<file path="config.mk">
export PLATFORM = sky130hd
export DESIGN_NAME = btn_alu_seq
export DESIGN_NICKNAME = d
export VERILOG_FILES = /design/src/rtl/btn_alu_seq.sv
export SDC_FILE = /design/constraint.sdc
export NUM_CORES = 1
export LEC_CHECK = 0
export CORE_MARGIN = 2
export CORE_UTILIZATION = 46
export CTS_CLUSTER_SIZE = 14
export DETAILED_ROUTE_END_ITERATION = 8
export SYNTH_ARGS = -nofsm -noshare
export SYNTH_HDL_FRONTEND = slang
export SYNTH_SLANG_ARGS = --single-unit
</file>
<file path="constraint.sdc">
create_clock -name clk -period 2.35 [get_ports clk]
set_input_delay 0.3525 -clock clk [delete_from_list [all_inputs] [get_ports clk]]
set_output_delay 0.3525 -clock clk [all_outputs]
set_load 0.05 [all_outputs]
</file>
<file path="src/rtl/btn_alu_seq.sv">
`default_nettype none
// =============================================================================
// Module   : btn_alu_seq
// Brief    : Push-button ALU: debounced op-select/execute buttons, 8 ops with
//            iterative shift-add multiply. Macro ALU_OVF_EN adds port ovf.
// Revision : 1.0 - initial release
// =============================================================================
module btn_alu_seq #(
  parameter int WIDTH     = 4,
  parameter int DB_CYCLES = 16
) (
  input  logic             clk,
  input  logic             rst,
  input  logic             btn_op_n,
  input  logic             btn_exec_n,
  input  logic [WIDTH-1:0] opa,
  input  logic [WIDTH-1:0] opb,
  output logic [WIDTH-1:0] led_n,
  output logic [2:0]       led_op_n,
  output logic             carry,
  output logic             zero,
  output logic             busy,
  output logic             done
`ifdef ALU_OVF_EN
  ,
  output logic             ovf
`endif
);

  localparam int CW  = $clog2(DB_CYCLES + 1);
  localparam int MW  = $clog2(WIDTH + 1);
  localparam int MSB = WIDTH - 1;

  localparam logic [CW-1:0] C_DB_LAST   = CW'(DB_CYCLES - 1);
  localparam logic [MW-1:0] C_ITER_LAST = MW'(WIDTH - 1);

  localparam logic [1:0] ST_IDLE = 2'd0;
  localparam logic [1:0] ST_EXEC = 2'd1;
  localparam logic [1:0] ST_MULT = 2'd2;
  localparam logic [1:0] ST_DONE = 2'd3;

  localparam logic [2:0] OP_ADD = 3'd0;
  localparam logic [2:0] OP_SUB = 3'd1;
  localparam logic [2:0] OP_AND = 3'd2;
  localparam logic [2:0] OP_OR  = 3'd3;
  localparam logic [2:0] OP_XOR = 3'd4;
  localparam logic [2:0] OP_SHL = 3'd5;
  localparam logic [2:0] OP_SHR = 3'd6;
  localparam logic [2:0] OP_MUL = 3'd7;

  // Button index 0 = op select, 1 = execute.
  logic [1:0] w_raw_n;
  logic [1:0] w_press;

  assign w_raw_n = {btn_exec_n, btn_op_n};

  for (genvar gi = 0; gi < 2; gi++) begin : g_btn
    logic [1:0]    r_sync;
    logic          r_level;
    logic [CW-1:0] r_cnt;
    logic          r_press;

    always_ff @(posedge clk or posedge rst) begin
      if (rst) begin
        r_sync  <= 2'b11;
        r_level <= 1'b1;
        r_cnt   <= '0;
        r_press <= 1'b0;
      end else begin
        r_sync  <= {r_sync[0], w_raw_n[gi]};
        r_press <= 1'b0;
        if (r_sync[1] == r_level) begin
          r_cnt <= '0;
        end else if (r_cnt == C_DB_LAST) begin
          r_cnt   <= '0;
          r_level <= r_sync[1];
          // Only a high-to-low flip of the accepted level is a press.
          r_press <= r_level;
        end else begin
          r_cnt <= r_cnt + 1'b1;
        end
      end
    end

    assign w_press[gi] = r_press;
  end

  logic [1:0]         r_state;
  logic [2:0]         r_op_sel;
  logic [2:0]         r_op;
  logic [WIDTH-1:0]   r_a;
  logic [WIDTH-1:0]   r_b;
  logic [WIDTH-1:0]   r_result;
  logic               r_carry;
  logic               r_zero;
  logic [2*WIDTH-1:0] r_acc;
  logic [2*WIDTH-1:0] r_mcand;
  logic [WIDTH-1:0]   r_mplier;
  logic [MW-1:0]      r_iter;

  logic [WIDTH:0]     w_sum;
  logic [WIDTH:0]     w_diff;
  logic [WIDTH-1:0]   w_alu_res;
  logic               w_alu_carry;
  logic [2*WIDTH-1:0] w_acc_next;

  assign w_sum  = {1'b0, r_a} + {1'b0, r_b};
  // Extra top bit of the widened difference is the borrow (A < B).
  assign w_diff = {1'b0, r_a} - {1'b0, r_b};

  always_comb begin
    w_alu_res   = '0;
    w_alu_carry = 1'b0;
    case (r_op)
      OP_ADD: begin
        w_alu_res   = w_sum[WIDTH-1:0];
        w_alu_carry = w_sum[WIDTH];
      end
      OP_SUB: begin
        w_alu_res   = w_diff[WIDTH-1:0];
        w_alu_carry = w_diff[WIDTH];
      end
      OP_AND: w_alu_res = r_a & r_b;
      OP_OR:  w_alu_res = r_a | r_b;
      OP_XOR: w_alu_res = r_a ^ r_b;
      OP_SHL: begin
        w_alu_res   = {r_a[WIDTH-2:0], 1'b0};
        w_alu_carry = r_a[MSB];
      end
      OP_SHR: begin
        w_alu_res   = {1'b0, r_a[WIDTH-1:1]};
        w_alu_carry = r_a[0];
      end
      default: begin
        w_alu_res   = '0;
        w_alu_carry = 1'b0;
      end
    endcase
  end

`ifdef ALU_OVF_EN
  logic w_alu_ovf;
  logic r_ovf;

  always_comb begin
    w_alu_ovf = 1'b0;
    if (r_op == OP_ADD) begin
      w_alu_ovf = (r_a[MSB] == r_b[MSB]) && (w_sum[MSB] != r_a[MSB]);
    end else if (r_op == OP_SUB) begin
      w_alu_ovf = (r_a[MSB] != r_b[MSB]) && (w_diff[MSB] != r_a[MSB]);
    end
  end

  assign ovf = r_ovf;
`endif

  assign w_acc_next = r_acc + (r_mplier[0] ? r_mcand : {2*WIDTH{1'b0}});

  always_ff @(posedge clk or posedge rst) begin
    if (rst) begin
      r_state  <= ST_IDLE;
      r_op_sel <= 3'd0;
      r_op     <= 3'd0;
      r_a      <= '0;
      r_b      <= '0;
      r_result <= '0;
      r_carry  <= 1'b0;
      r_zero   <= 1'b0;
      r_acc    <= '0;
      r_mcand  <= '0;
      r_mplier <= '0;
      r_iter   <= '0;
`ifdef ALU_OVF_EN
      r_ovf    <= 1'b0;
`endif
    end else begin
      // Op presses are honoured only while idle, even alongside an exec press.
      if (w_press[0] && (r_state == ST_IDLE)) begin
        r_op_sel <= r_op_sel + 3'd1;
      end

      case (r_state)
        ST_IDLE: begin
          if (w_press[1]) begin
            r_a      <= opa;
            r_b      <= opb;
            r_op     <= r_op_sel;
            r_acc    <= '0;
            r_mcand  <= {{WIDTH{1'b0}}, opa};
            r_mplier <= opb;
            r_iter   <= '0;
            r_state  <= (r_op_sel == OP_MUL) ? ST_MULT : ST_EXEC;
          end
        end
        ST_EXEC: begin
          r_result <= w_alu_res;
          r_carry  <= w_alu_carry;
          r_zero   <= (w_alu_res == '0);
`ifdef ALU_OVF_EN
          r_ovf    <= w_alu_ovf;
`endif
          r_state  <= ST_DONE;
        end
        ST_MULT: begin
          r_acc    <= w_acc_next;
          r_mcand  <= r_mcand << 1;
          r_mplier <= r_mplier >> 1;
          r_iter   <= r_iter + 1'b1;
          if (r_iter == C_ITER_LAST) begin
            r_result <= w_acc_next[WIDTH-1:0];
            r_carry  <= |w_acc_next[2*WIDTH-1:WIDTH];
            r_zero   <= (w_acc_next[WIDTH-1:0] == '0);
`ifdef ALU_OVF_EN
            r_ovf    <= 1'b0;
`endif
            r_state  <= ST_DONE;
          end
        end
        ST_DONE: r_state <= ST_IDLE;
        default: r_state <= ST_IDLE;
      endcase
    end
  end

  assign led_n    = ~r_result;
  assign led_op_n = ~r_op_sel;
  assign carry    = r_carry;
  assign zero     = r_zero;
  assign busy     = (r_state != ST_IDLE);
  assign done     = (r_state == ST_DONE);

endmodule
`default_nettype wire

</file>
==> run metrics, run 1 <==
Worst Setup Start Kind=flop; CP arrival=about 2500 ps; antenna diode instance count=0; worst hold path type=flop to flop; CP delay by family, top=simple AND/OR/NAND/NOR gates; DRC errors left=0; Max rail drop VDD=0.3155 mV; Setup violations, final=0; Die ar.=about 0.0086 mm^2; R2R Path Start=r_a[3]; asr flop ratio synth=100.0%; commonest cells in the netlist=57 x dfrtp_1, 39 x nand2_1, 36 x inv_1; P_leak=between 0.0015 and 0.002 uW; Final GP Congestion=0.8702; Slew Limit Fails=0; max cap viols=0; drt pass-1 iters=4; grt ovf=0; area of the multi-input gates=0.001854 mm^2; Port Buf Inserts=22; Syn Area/Cell=9.985 um^2; fmax=roughly 0.44 GHz; Worst path most repeated cell=or3_1; proportion of layout cells with a drive suffix above 1=10.95%; predominant post-synthesis flop cell=dfrtp_1; Worst-Margin Slew=1112 ps; slew margin rel.=25.83%; Seq. cell area=0.001587 mm^2; number of flops mapped to enable cells by yosys=0; outcome=finished clean; CP Buf/Inv Count=1; fin nets=440; initial core utilization=47.02%; routed len/inst=15.07 um; reg2reg end=r_result[3]; largest net degree at the start of global routing=64; skew final=8.540 ps; final WL=7593 um; syn nets=a little over 400; fin crit share=96.00%; most common cell in the netlist=dfrtp_1; Synth Cell Area=0.003615 mm^2; Fill cells=approximately 700; GR Util All Layers=19.35%; synth top area cells=dfrtp_1 39%, ha_1 9.7%, dfstp_2 4.4%; Reg2Reg Setup Slack=roughly 94 ps; Worst Path Max Fanout=5; FF+latch count, synth=63; WP data required=2610 ps; Final Total Pwr=between 2000 and 2500 uW; endpoints failing hold=0; Hold Path Depth=0; vias per inst=5.377; Die H=92.65 um; Period minus WS final=2256 ps; CTS tree=done; Fin Setup TNS=0 ps; Synth area leader=dfrtp_1; Hold Path Sink=g_btn[1].r_sync[1]; hold path start=g_btn[1].r_sync[0]; row cnt=32; Clock Path Buffers=2; H-tree levels=3; slowest cell delay on critical path=400 ps; root buffer cell=clkbuf_8; vias in the first global route=around 2700; Final ANT Viol Nets=0; CTS Buf Count=9; clock share of power=41.0%; sequential share of the synthesized area=43.82%; die width=92.65 um; first-pass GRT wire length=between 10000 and 15000 um; P_int=1787 uW; initial antenna violation count=0; Vias=2710; sequential share of power=47.7%; critical path capture point type=flop; I/O pins=23; Area Overhead vs Synth=17.31%; Sw Ratio=25.46%; final HPWL from detailed placement=5503 um; worst r2r path cells=7; Crit Path Class=flop to flop; Comb pwr share=11.3%; post-synth top area share=39.46%; clock sinks=63; Clk pin slew, worst setup/hold paths=around 70 ps; Switch Pwr=610.2 uW; post-synth cell types=54; PwrDens=565.2 mW/mm^2; RSZ-0062 raised after global routing=false; Syn Inst Count=between 300 and 400; DRT iter0 DRCs=117; fin util=between 50% and 60%; Core Area=~0.0077 mm^2; Warnings, synthesis=0; critical path cell sequence=inv_1 > ha_1 > or3_1 > or4_1 > nor4bb_1 > or3_1 > a22oi_2; worst skew pair latency=340 ps; CP max-delay cell=or4_1
-- cell families after synthesis --
family                     count (synthesis)  share of synthesized area, %
AOI/OAI and AO/OA                         84                         15.37
muxes                                     23                         7.511
xor gates and xnor gates                   9                         2.181
buffers and inverters                     49                         5.192
adders and majority gates                 31                         11.35
DFF                                       63                         43.82
and+or+nand+nor                          103                         14.57
-- area by class of cell --
type | instances | share of cell area (%)
Tap cell | 102 | 3.010
Sequential cell | 63 | 37.42
Clock inverter | 2 | 0.9147
Timing Repair Buffer | 35 | 7.731
Inverter | 38 | 3.364
Clock buffer | 14 | 3.836
Multi-Input combinational cell | 250 | 43.73
-- flip-flops by register name (all words and copies together) (netlist names) --
register and count:
g_btn.r_press 2, r_iter 3, r_op 3, r_acc 8, carry 1, r_a 4, g_btn.r_cnt 10, r_b 4
g_btn.r_level 2, r_op_sel 3, r_mcand 8, g_btn.r_sync 4, r_result 4, r_mplier 4, r_state 2, zero 1
-- worst max-delay path by stage --
stage                 from           to  slack (ps)  cells past startpoint
global placement    r_a[0]  r_result[1]         190                      8
detailed placement  r_a[3]  r_result[3]          90                      7
CTS                 r_a[3]  r_result[3]          90                      7
global route        r_a[3]  r_result[3]           8                      7
finish              r_a[3]  r_result[3]          90                      7
floorplan           r_a[3]  r_result[3]         260                      7
-- worst register-to-register path, stage by stage (launching register included) --
cell	delay, ps
dfrtp_1	390
inv_1	90
ha_1	360
or3_1	350
or4_1	400
nor4bb_1	150
or3_1	320
a22oi_2	130
-- power by group through the flow --
stage | clock network [uW] | logic, uW | registers [uW]
4_1_cts | 1000 | 271 | 1140
3_3_place_gp | 0 | 267 | 1160
5_1_grt | 1050 | 300 | 1150
6_report | 982 | 271 | 1140
3_5_place_dp | 0 | 269 | 1160
2_1_floorplan | 0 | 179 | 1160
-- per-layer routing --
metal / wire length, um / vias to the layer above / part of all wire, % / GRT usage [%]
met4: 75 / 0 / 0.99 / 5.147
li1: - / 1338 / - / -
met5: 0 / - / 0 / 0
met2: 3554 / 50 / 47 / 31.08
met3: 256 / 7 / 3.4 / 3.906
met1: 3707 / 1315 / 49 / 26.95
-- cell usage in the layout (no fill, tap or decap), types with 3 or more instances in the layout --
cell type | netlist | final
mux2_1 | 12 | 12
mux2i_1 | 8 | 8
and2_1 | 9 | 9
o31ai_1 | 4 | 4
nor3_1 | 4 | 4
a22o_1 | 10 | 10
inv_1 | 36 | 35
nor3b_1 | 5 | 5
o21ai_0 | 7 | 7
nand3b_1 | 4 | 4
nor2_1 | 12 | 12
ha_1 | 28 | 28
nand2b_1 | 6 | 6
clkbuf_1 | 7 | 3
dfstp_2 | 6 | 6
nand3_1 | 6 | 6
inv_2 | 2 | 3
nor2b_1 | 7 | 7
buf_4 | 0 | 13
a21oi_1 | 14 | 14
clkbuf_8 | 0 | 11
dfrtp_1 | 57 | 55
o21ai_1 | 23 | 22
nand2_1 | 39 | 39
xnor2_1 | 7 | 7
fa_1 | 3 | 3
clkdlybuf4s50_1 | 0 | 21
-- stage by stage --
stage	area (um^2)	worst slack, ps	hold slack [ps]	instances
after floorplan	3615	258.5	345.2	362
after global placement	4014	186.3	346.7	486
after detailed placement	4014	92.10	346.8	486
after CTS	4215	87.22	358.3	502
after global routing	4240	8.413	360.3	504
final	4240	94.07	356.4	504
-- what timing repair did --
action                     4_1_cts  5_1_grt
setup endpoints to repair        0        3
hold buffers                     0        0
gates resized for setup          0        4
hold endpoints to repair         0        0
setup buffers                    0        2
No activity file was read; power rests on OpenSTA's default activity.
==> run 2: changes to the inputs <==
--- a/config.mk
+++ b/config.mk
@@ -7,8 +7,10 @@
 export LEC_CHECK = 0
 export CORE_MARGIN = 2
 export CORE_UTILIZATION = 46
+export CTS_CLUSTER_DIAMETER = 40
 export CTS_CLUSTER_SIZE = 14
 export DETAILED_ROUTE_END_ITERATION = 8
+export DONT_BUFFER_PORTS = 1
 export SYNTH_ARGS = -nofsm -noshare
 export SYNTH_HDL_FRONTEND = slang
 export SYNTH_SLANG_ARGS = --single-unit
==> run 2 against run 1 <==
  * Register-to-register slack improved by 20 ps
  * Clock-buffer cell count fell by 3
  * Core utilization fell by 2.7 points
  * Global-route usage fell by 0.35 points
  * Routed wire length fell by 3.9%
  * Highest routed layer unchanged
==> run metrics, run 2 (same netlist as run 1, synthesis figures left out) <==
PwrDens=544.1 mW/mm^2 (-3.7%); Worst-Margin Slew=1094 ps (-18.67 ps); Port Buf Inserts=0 (-100%); skew final=13.30 ps (+4.758 ps); CP max-delay cell=fa_1; Seq. cell area=0.001585 mm^2 (about the same); Worst Setup Start Kind=flop; Area Overhead vs Synth=11.60%; first-pass GRT wire length=12740 um (-2.1%); H-tree levels=3 (unchanged); worst hold path type=primary input to flop; final WL=7296 um (-3.9%); die width=92.65 um (unchanged); final HPWL from detailed placement=5330 um (-3.1%); vias in the first global route=2635 (-2.5%); leading cell type in the layout, fill and taps excluded=dfrtp_1; critical path cell sequence=buf_4 > ha_2 > inv_1 > fa_1 > o21ai_1 > mux4_2 > mux2_2 > o21ai_1; root buffer cell=clkbuf_8; worst skew pair latency=340 ps (about the same); grt ovf=0 (unchanged); Vias=2627 (-3.1%); leading registers by flop count=g_btn.r_cnt (10), r_acc (8), r_mcand (8); CP arrival=2490 ps (-30 ps); routed len/inst=15.07 um (about the same); Clk pin slew, worst setup/hold paths=80 ps (about the same); Placement Cell Area=0.003796 mm^2 (-5.4%); WP data required=2610 ps (about the same); Worst path most repeated cell=o21ai_1; Max rail drop VDD=0.4299 mV (+36%); Setup violations, final=0 (unchanged); Largest register FFs=10 (unchanged); endpoints failing hold=0 (unchanged); largest net degree at the start of global routing=36 (-44%); DRC errors left=0 (unchanged); RSZ-0062 raised after global routing=false; Fill cells=713 (+1.1%); Die ar.=0.008583 mm^2 (unchanged); vias per inst=5.428 (+0.94%); Clock Path Buffers=2 (unchanged); area of the multi-input gates=0.001879 mm^2 (+1.3%); post-route cell area=0.004034 mm^2 (-4.9%); Period minus WS final=2235 ps (-20.76 ps); initial antenna violation count=0 (unchanged); CTS tree=done; proportion of layout cells with a drive suffix above 1=12.57% (+1.6 points); CTS Buf Count=9 (unchanged); max cap viols=0 (unchanged); antenna diode instance count=0 (unchanged); final worst setup slack=114.8 ps (+20.76 ps); fmax=0.4474 GHz (+0.93%); Worst Path Max Fanout=4 (-1); clock sinks=63 (unchanged); Slew Limit Fails=0 (unchanged); Final ANT Viol Nets=0 (unchanged); GR Util All Layers=19.00% (-0.35 points); slew margin rel.=27.08% (+1.2 points); Die H=92.65 um (unchanged); slowest cell delay on critical path=470 ps (+70 ps); outcome=finished clean; Top reg by flops=g_btn.r_cnt; initial core utilization=47.02% (unchanged); DRT iter0 DRCs=78 (-33%); fin crit share=95.11% (-0.88 points); Worst Setup Slack post-DPL=-74.96 ps (-167.1 ps); P_leak=0.001802 uW (-5.3%); Final GP Congestion=0.8212 (-5.6%); drt pass-1 iters=4 (unchanged); I/O pins=23 (unchanged); Crit Path Class=flop to flop; commonest cells after routing, fill and taps aside=56 x dfrtp_1, 39 x nand2_1, 34 x inv_1; Core Area=0.007687 mm^2 (unchanged); fin nets=420 (-4.5%); row cnt=32 (unchanged); critical path capture point type=flop
==> run 2: cell count changes in the layout (fill, tap and decap cells not counted), moves of 2 or more <==
cell / change
clkinv_2: +2
clkdlybuf4s50_1: -21
clkbuf_8: -2
dlygate4sd3_1: +3
buf_4: -2
ha_2: +3
ha_1: -4
==> run 2: report_power, final <==
group | total (uW) | switching [uW] | internal, uW
clock | 815 | 430 | 385
sequential | 1140 | 24.9 | 1120
combinational | 236 | 149 | 86.9
total | 2190 | 605 | 1590
==> run 2: layer usage <==
layer  routed length (um)  vias to the layer above  part of all wire (%)  GRT usage, %
met5                    0                        -                     0             0
li1                     -                     1295                     -             -
met3                  307                       12                   4.2         6.103
met4                  143                        0                   2.0         5.882
met2                 3467                       53                    48         30.17
met1                 3377                     1267                    46         24.91
==> run 2: final cells by class <==
cell class                 count  area share [%]
clock inverter                 5          0.8685
clock buffer                  11           3.257
multi-input combinational    250           46.59
sequential                    63           39.30
timing repair buffer          15           3.288
inverter                      38           3.536
tap                          102           3.164
==> run 2: final timing paths <==
check	depth (start not counted)	from	slack, ps	to
worst max-delay path	8	r_b[0]	110	r_result[1]
worst min register to register	0	g_btn[1].r_sync[0]	360	g_btn[1].r_sync[1]
worst max register to register	8	r_b[0]	110	r_result[1]
worst min-delay path	1	opa[2]	130	r_a[2]
min in group asynchronous	2	rst	540	r_mplier[1]
max in group asynchronous	3	rst	1200	r_mplier[0]
==> run 2: stage by stage <==
step | hold slack, ps | instances | setup TNS, ps | power, uW | utilization (%)
floorplan | 345.2 | 362 | 0 | 1338 | -
global placement | 341.5 | 464 | -40.87 | 1387 | 49.38
detailed placement | 340.1 | 464 | -74.96 | 1390 | 49.38
CTS | 119.4 | 483 | 0 | 2222 | 52.02
global route | 114.9 | 484 | 0 | 2307 | 52.47
finish | 132.9 | 484 | 0 | 2195 | 52.47
==> run 2: worst max-delay path, delay by kind of cell, from the launching register on <==
kind / cells / cell delay (ps)
AO/OA/AOI/OAI: 2 / 190
adder cells (fa/ha/maj): 2 / 630
buffers and inverters: 2 / 170
flip-flops: 1 / 390
multiplexers: 2 / 760
==> run 2: repair_timing <==
action                                  in CTS  in global routing
hold endpoints to repair                    24                  0
endpoints found under the setup margin       1                  3
setup buffers                                0                  1
resized for setup                            2                  7
hold buffers                                 3                  0
pin swaps                                    0                  2
==> run 3: changes to the inputs <==
--- a/config.mk
+++ b/config.mk
@@ -5,12 +5,14 @@
 export SDC_FILE = /design/constraint.sdc
 export NUM_CORES = 1
 export LEC_CHECK = 0
+export CORE_ASPECT_RATIO = 1.5
 export CORE_MARGIN = 2
 export CORE_UTILIZATION = 46
 export CTS_CLUSTER_DIAMETER = 40
 export CTS_CLUSTER_SIZE = 14
 export DETAILED_ROUTE_END_ITERATION = 8
 export DONT_BUFFER_PORTS = 1
+export SETUP_SLACK_MARGIN = 0.4
 export SYNTH_ARGS = -nofsm -noshare
 export SYNTH_HDL_FRONTEND = slang
 export SYNTH_SLANG_ARGS = --single-unit
==> constraint.sdc (replaced) <==
create_clock -name clk -period 2.5 [get_ports clk]
set_input_delay 0.375 -clock clk [delete_from_list [all_inputs] [get_ports clk]]
set_output_delay 0.375 -clock clk [all_outputs]
set_load 0.05 [all_outputs]
==> run 3 against run 2 <==
  * First-iteration DRC count is 81% higher
  * Die area is 0.17% higher
  * Critical path depth stayed put
  * Critical endpoint unchanged
  * Largest cell class unchanged
  * Highest routed layer unchanged
==> run metrics, run 3 (same netlist as run 1, synthesis figures left out) <==
CP max-delay cell=fa_1; clock sinks=63 (unchanged); Worst-Margin Slew=766.3 ps (-327.4 ps); GR Util All Layers=19.43% (+0.43 points); fin nets=430 (+2.4%); worst skew pair latency=330 ps (about the same); Reg2Reg Setup Slack=290 ps (+170 ps); Top reg by flops=g_btn.r_cnt; PwrDens=611.6 mW/mm^2 (+12%); Fin Setup TNS=0 ps (unchanged); CP delay by family, top=multiplexers; RSZ-0062 raised after global routing=true; Slew Limit Fails=0 (unchanged); Crit Path Class=flop to flop; worst r2r path cells=8 (unchanged); CP Buf/Inv Count=2 (unchanged); vias per inst=5.368 (-1.1%); Worst Path Max Fanout=4 (unchanged); fin crit share=88.54% (-6.6 points); Final GP Congestion=0.8510 (+3.6%); vias in the first global route=2663 (+1.1%); Largest register FFs=10 (unchanged); Placed Cells=463 (-0.22%); fin cells=494 (+2.1%); leading registers by flop count=g_btn.r_cnt (10), r_acc (8), r_mcand (8); endpoints failing hold=0 (unchanged); critical path cell sequence=inv_2 > ha_4 > inv_1 > fa_1 > o21ai_2 > mux4_2 > mux2_4 > o21ai_2; root buffer cell=clkbuf_16; P_int=2077 uW (+31%); max cap viols=0 (unchanged); Worst Setup Start Kind=flop; grt ovf=0 (unchanged); sequential share of power=40.3% (-12 points); P_leak=0.001945 uW (+7.9%); DRC errors left=0 (unchanged); DRT iter0 DRCs=141 (+81%); Final ANT Viol Nets=0 (unchanged); Core Area=0.007612 mm^2 (-0.98%); Sw Ratio=22.28% (-5.3 points); WP data required=2760 ps (+150 ps); Period minus WS final=2214 ps (-21.59 ps); Setup violations, final=0 (unchanged); Worst path depth=8 (unchanged); initial antenna violation count=0 (unchanged); Die ar.=0.008598 mm^2 (+0.17%); Clock Path Buffers=2 (unchanged); routed len/inst=15.73 um (+4.4%); Comb pwr share=9.3% (-1.5 points); drt pass-1 iters=4 (unchanged); Hold Path Depth=0 (-1); CTS Buf Count=9 (unchanged); Max rail drop VDD=0.4857 mV (+13%); Clk pin slew, worst setup/hold paths=50 ps (-30 ps); leading cell type in the layout, fill and taps excluded=dfrtp_1; CP arrival=2470 ps (-20 ps); outcome=finished clean; commonest cells after routing, fill and taps aside=56 x dfrtp_1, 39 x nand2_1, 30 x inv_1; die width=76.38 um (-18%); slowest cell delay on critical path=500 ps (+30 ps); Vias=2652 (+0.95%); slew margin rel.=48.72% (+22 points); proportion of layout cells with a drive suffix above 1=19.90% (+7.3 points); Port Buf Inserts=0 (unchanged); Die H=112.6 um (+22%); largest net degree at the start of global routing=38 (+5.6%); fmax=0.4518 GHz (+0.98%); worst hold path type=primary input to flop; row cnt=39 (+22%); clock share of power=50.4% (+13 points); Area Overhead vs Synth=20.87%; final HPWL from detailed placement=5577 um (+4.6%); critical path capture point type=flop; initial core utilization=47.49% (+0.46 points); I/O pins=23 (unchanged); first-pass GRT wire length=12800 um (+0.49%); skew final=5.483 ps (-7.816 ps); Switch Pwr=595.4 uW (-1.5%); Worst path most repeated cell=o21ai_2; CTS tree=done; final WL=7772 um (+6.5%); H-tree levels=3 (unchanged); antenna diode instance count=0 (unchanged)
run 3: cell type report:
cell class | instances | area (um^2)
Sequential cell | 63 | 1585
Fill cell | 682 | 3243
Inverter | 38 | 142.6
Clock inverter | 3 | 65.06
Timing Repair Buffer | 25 | 215.2
Clock buffer | 13 | 260.3
Multi-Input combinational cell | 250 | 1973
Tap cell | 102 | 127.6
run 3: timing repair:
item                       4_1_cts  5_1_grt
buffers inserted                 9        5
setup endpoints to repair        5       27
hold endpoints to repair        23        0
pin swaps                        4        5
hold buffers                     1        0
gates resized for setup         16       16
run 3: path summary, 6_finish.rpt:
kind	startpoint	to
max	r_a[0]	r_result[1]
min	btn_op_n	g_btn[0].r_sync[0]
max reg2reg	r_a[0]	r_result[1]
min reg2reg	g_btn[0].r_sync[0]	g_btn[0].r_sync[1]
max in group asynchronous	rst	g_btn[1].r_level
min in group asynchronous	rst	r_state[0]
run 3: per-stage QoR:
stage                     setup slack, ps  hold WS [ps]  utilization (%)  power [uW]  instance area [um^2]
final                               286.4         39.33            57.40        2672                  4369
after global routing                213.6         19.49            57.40        2780                  4369
after CTS                           277.2         24.38            56.05        2702                  4267
after detailed placement            197.2         348.8            49.93        1309                  3801
after global placement              220.0         346.6            49.93        1307                  3801
after floorplan                     408.5         345.2                -        1258                  3615
run 3: power groups by stage:
stage / clock network [uW] / registers [uW] / logic [uW]
3_5_place_dp: 0 / 1090 / 215
6_report: 1350 / 1080 / 248
2_1_floorplan: 0 / 1090 / 168
4_1_cts: 1380 / 1080 / 241
5_1_grt: 1430 / 1080 / 272
3_3_place_gp: 0 / 1090 / 214
run 3: metal layers:
metal	GRT usage [%]	vias up	share of wire (%)
li1	-	1314	-
met1	21.12	1281	41
met2	33.63	43	52
met3	6.350	14	3.8
met4	10.06	0	2.6
met5	0	-	0
run 3: worst reg2reg max path: stages, from the launching register on:
cell	delay [ps]
dfrtp_1	420
inv_2	100
ha_4	140
inv_1	40
fa_1	500
o21ai_2	70
mux4_2	480
mux2_4	290
o21ai_2	100
